## src/rtl/dbus_arbiter.sv

```systemverilog
// Two-port data-bus arbiter: grants one requester at a time, registers its request
// onto dreq until data_ok, and forwards dresp only to the owning port.

package dbus_pkg;

    typedef enum logic [2:0] {
        MSIZE1 = 3'd0,
        MSIZE2 = 3'd1,
        MSIZE4 = 3'd2,
        MSIZE8 = 3'd3
    } msize_t;

    typedef logic [63:0] addr_t;
    typedef logic [63:0] word_t;
    typedef logic [7:0]  strobe_t;

    typedef struct packed {
        logic    valid;
        addr_t   addr;
        msize_t  size;
        strobe_t strobe;
        word_t   data;
    } dbus_req_t;

    typedef struct packed {
        logic  addr_ok;
        logic  data_ok;
        word_t data;
    } dbus_resp_t;

endpackage

module dbus_arbiter
    import dbus_pkg::*;
#(
    parameter bit ROUND_ROBIN = 1'b1
) (
    input  logic       clk,
    input  logic       rst,
    input  dbus_req_t  m0_req,
    output dbus_resp_t m0_resp,
    input  dbus_req_t  m1_req,
    output dbus_resp_t m1_resp,
    output dbus_req_t  dreq,
    input  dbus_resp_t dresp,
    output logic       busy,
    output logic       owner
);

    typedef enum logic [1:0] {
        IDLE  = 2'd0,
        BUSY0 = 2'd1,
        BUSY1 = 2'd2
    } state_t;

    state_t    state;
    state_t    state_next;
    logic      rr;          // port preferred on the next contested grant
    logic      grant;
    logic      winner;
    dbus_req_t grant_req;

    // NOTE: every signal written in always_comb gets a default first, so no path
    // through the case statement can leave one unassigned and infer a latch.
    always_comb begin
        state_next = state;
        grant      = 1'b0;
        winner     = 1'b0;
        grant_req  = m0_req;

        unique case (state)
            IDLE: begin
                if (m0_req.valid && m1_req.valid) begin
                    grant  = 1'b1;
                    winner = ROUND_ROBIN ? rr : 1'b0;
                end else if (m0_req.valid) begin
                    grant  = 1'b1;
                    winner = 1'b0;
                end else if (m1_req.valid) begin
                    grant  = 1'b1;
                    winner = 1'b1;
                end
                if (grant) begin
                    state_next = winner ? BUSY1 : BUSY0;
                end
            end
            BUSY0, BUSY1: begin
                if (dresp.data_ok) begin
                    state_next = IDLE;
                end
            end
            default: state_next = IDLE;
        endcase

        grant_req       = winner ? m1_req : m0_req;
        grant_req.valid = 1'b1;
    end

    // NOTE: sequential state uses non-blocking assignments so every register
    // samples the pre-edge values, independent of statement order.
    // NOTE: reset is synchronous; dreq's payload is cleared along with valid so
    // the bridge never sees stale fields after a reset.
    always_ff @(posedge clk) begin
        if (rst) begin
            state <= IDLE;
            dreq  <= '0;
            owner <= 1'b0;
            rr    <= 1'b0;
        end else begin
            state <= state_next;
            if (grant) begin
                dreq  <= grant_req;
                owner <= winner;
                if (ROUND_ROBIN) begin
                    rr <= ~winner;
                end
            end else if (state != IDLE && dresp.data_ok) begin
                dreq.valid <= 1'b0;
            end
        end
    end

    // Responses go only to the owner; dresp is ignored entirely while idle.
    always_comb begin
        m0_resp = '0;
        m1_resp = '0;
        if (state == BUSY0) begin
            m0_resp = dresp;
        end else if (state == BUSY1) begin
            m1_resp = dresp;
        end
    end

    assign busy = (state != IDLE);

endmodule

```

## config.mk

```make
export PLATFORM = sky130hd
export DESIGN_NAME = dbus_arbiter
export DESIGN_NICKNAME = d
export VERILOG_FILES = /design/src/rtl/dbus_arbiter.sv
export SDC_FILE = /design/constraint.sdc
export NUM_CORES = 1
export LEC_CHECK = 0
export ABC_AREA = 1
export CAP_MARGIN = 20
export CORE_AREA = 2 2 243 245
export CTS_BUF_LIST = sky130_fd_sc_hd__clkbuf_4 sky130_fd_sc_hd__clkbuf_8
export DETAILED_ROUTE_END_ITERATION = 10
export DIE_AREA = 0 0 245 247
export PLACE_DENSITY = 0.5
export REMOVE_ABC_BUFFERS = 1
export SLEW_MARGIN = 40
export SYNTH_ARGS = -nofsm -noshare
export SYNTH_HDL_FRONTEND = slang
export SYNTH_SLANG_ARGS = --single-unit
```

## constraint.sdc

```tcl
create_clock -name clk -period 2.48 [get_ports clk]
set_clock_uncertainty 0.2 [all_clocks]
set_input_delay 0.372 -clock clk [delete_from_list [all_inputs] [get_ports clk]]
set_output_delay 0.372 -clock clk [all_outputs]
set_load 0.1 [all_outputs]
```

==> out/results.txt <==
status: completed
number of endpoints failing setup at the final stage: 0
placed wire-length estimate: 38340 µm
family of cells with the greatest summed delay on the critical path: buffers and inverters
power share of the combinational group: 68.0%
switching power share of the total: 55.84%
Crit. End Element: primary output
full die area: 60520 µm²
Worst Hold Class: in2reg
clock latency on the worst-skew pair: 0.55 ns
VDD IR-drop max: 0.0003972 V
post-route fraction of the period consumed by the critical path: 99.23%
number of buffers added by the clock tree synthesis step: 17
clock tree from TritonCTS: built
DR DRC count: 0
Placed Instance Area: 16570 µm²
Max Slew Vio Count: 0
Final nets: 2358
number of buffer and inverter stages on the critical path: 4
Final Hold Fails: 0
overall die height: 247 µm
area growth from synthesis to final layout: 118.9%
vias in the first global route: 11515
switching component of the power: 8.753 mW
number of antenna violations at the first check in global routing: 1
series of cell instances along the critical path: buf_6 -> ha_4 -> clkbuf_16 -> clkbuf_16 -> nor2_4 -> buf_12
final non-filler cell area: 18570 µm²
die extent in x: 245 µm
number of standard-cell rows in the floorplan: 89
Worst Max-Slew Pin Slew: 0.7368 ns
cell repeated most along the worst path: clkbuf_16
unrepaired setup endpoints after global routing: yes
routed len/inst: 19.26 µm
commonest cells after routing, fill and taps aside: 394 x nand2_1, 345 x clkdlybuf4s50_1, 188 x nand3_1
sum of overflow across all layers after global routing: 0
gate count of the mapped netlist: 1425
worst setup path class: reg2out
startpoint kind of the worst setup timing path: flop
pre-CTS setup slack: 0.2879 ns
worst hold margin: 0.1923 ns
Routed Antenna Nets: 0
via-per-instance ratio: 4.221
sequential-to-total area share from yosys stat: 33.99%
Starting Density: 14.56%
maximum frequency from static timing analysis: 406.4 MHz
power consumption: 15.68 mW
root buffer selected by CTS: clkbuf_8
worst-case register-to-register setup slack: 0.50 ns
maximum capacitance violations: 0
share of layout cells above drive strength 1: 28.91%
Worst Setup Slack, final: 0.01918 ns
worst slew margin relative to its limit: 50.88%
PortBufs: 621
distinct cell type count after synthesis: 17
synthesized cell area: 8482 µm²
detailed-routing iteration count for the pre-antenna-repair pass: 5
CTS max path bufs: 2
largest net degree at the start of global routing: 68
mean post-synth cell area: 5.952 µm²
global routing usage summed across all routing layers: 16.68%
clock transition at the register clock pins on the worst setup and hold paths after CTS: 0.10 ns
flip-flop and latch count after synthesis: 144
# IOs: 622
wire length of the first global-routing pass: 74710 µm
area of the placeable core: 58240 µm²
portion of total power attributed to sequential cells: 18.6%
Data required, critical path: 1.91 ns
cell with the largest stage delay on the worst path: dfxtp_2
Leakage: 8.568 nW
clock group share of total power: 13.3%
Initial DRC Count: 568
arrival time at the worst endpoint: 1.89 ns
commonest non-fill, non-tap cell in the layout: nand2_1
H-tree depth reported by CTS: 4
internal power: 6.923 mW
clock period minus worst slack: 2.461 ns
Vias: 11793
maximum fanout along the worst path: 7
areal power density over the cells: 844.2 nW/µm²
Num Clock Sinks: 144
yosys warns: 0
longest individual stage delay on the worst path: 0.34 ns
detailed-route wire length: 53810 µm
final estimated routing congestion in global placement: 0.9306
[layout make-up]
type	instances	area, µm²
diodes	1	2.502
clock inverters	11	131.4
well taps	773	967.2
multi-input cells	943	5100
inverters	214	823.3
repair buffers	687	8376
clock buffers	21	282.8
flip-flops and latches	144	2888
fillers	6104	39670
[power by group through the flow]
| stage | clock (mW) | combinational (mW) | sequential (mW) |
|---|---|---|---|
| detailed placement | 0 | 9.70 | 2.97 |
| finish | 2.09 | 10.7 | 2.92 |
| global route | 2.27 | 11.1 | 2.96 |
| floorplan | 0 | 3.53 | 5.58 |
| global placement | 0 | 9.66 | 2.96 |
| CTS | 2.21 | 10.1 | 2.92 |
[Yosys cell counts, drive strengths merged]
cell type / number / area, µm²
nand2: 469 / 1770
inv: 214 / 803.3
nand3: 188 / 940.9
dfxtp: 144 / 2883
nand4: 115 / 719.4
a21oi: 96 / 480.5
clkbuf: 73 / 274.0
nor2: 70 / 270.3
buf: 51 / 292.8
ha: 3 / 37.54
o21ai: 2 / 10.01
[through the flow]
stage / instances / util, % / setup TNS, ns
3_3_place_gp: 2729 / 28.46 / 0
5_1_grt: 2794 / 31.89 / -4.026
2_1_floorplan: 1301 / - / -844.87
3_5_place_dp: 2729 / 28.46 / 0
6_report: 2794 / 31.89 / 0
4_1_cts: 2777 / 30.20 / -7.799
[logic make-up (layout without fill, tap and decap cells)]
family / Yosys count / in the layout / synth area share (%)
other: 0 / 1 / 0
flip-flops: 144 / 144 / 33.99
AND/OR/NAND/NOR: 842 / 842 / 43.63
AO/OA/AOI/OAI: 98 / 98 / 5.783
adder cells (fa/ha/maj): 3 / 3 / 0.4426
buffers and inverters: 338 / 933 / 16.15
[repair_timing]
| action | CTS | global route |
|---|---|---|
| endpoints found under the setup margin | 132 | 131 |
| resized for setup | 105 | 234 |
| hold buffers | 1 | 0 |
| gates cloned | 5 | 16 |
| setup buffers | 10 | 1 |
| pin swaps | 14 | 45 |
| hold endpoints to repair | 12 | 0 |
[sequential cells by signal, indices dropped and copies added (netlist names)]
signal  cells
dreq      140
state       2
owner       1
rr          1
[tightest hold or removal path, cell delays in order]
cell and delay (ns):
clkdlybuf4s50_1 0.39, nand3_1 0.08, a21oi_1 0.06
[per-layer routing]
metal | track usage, % | routed length (µm)
met5 | 0 | 0
met4 | 8.016 | 2356
met3 | 4.200 | 3459
met2 | 30.89 | 28330
met1 | 17.56 | 19660
[path summary, 6_finish.rpt]
path | startpoint | to | depth (start not counted)
max reg2reg | state[0]$_SDFFE_PP0P_ | dreq[35]$_SDFFE_PP0P_ | 10
max | state[0]$_SDFFE_PP0P_ | m1_resp[57] | 6
min reg2reg | dreq[111]$_SDFFE_PP0P_ | dreq[111]$_SDFFE_PP0P_ | 2
min | m0_req[28] | dreq[28]$_SDFFE_PP0P_ | 3
No activity file was read; power rests on OpenSTA's default activity.
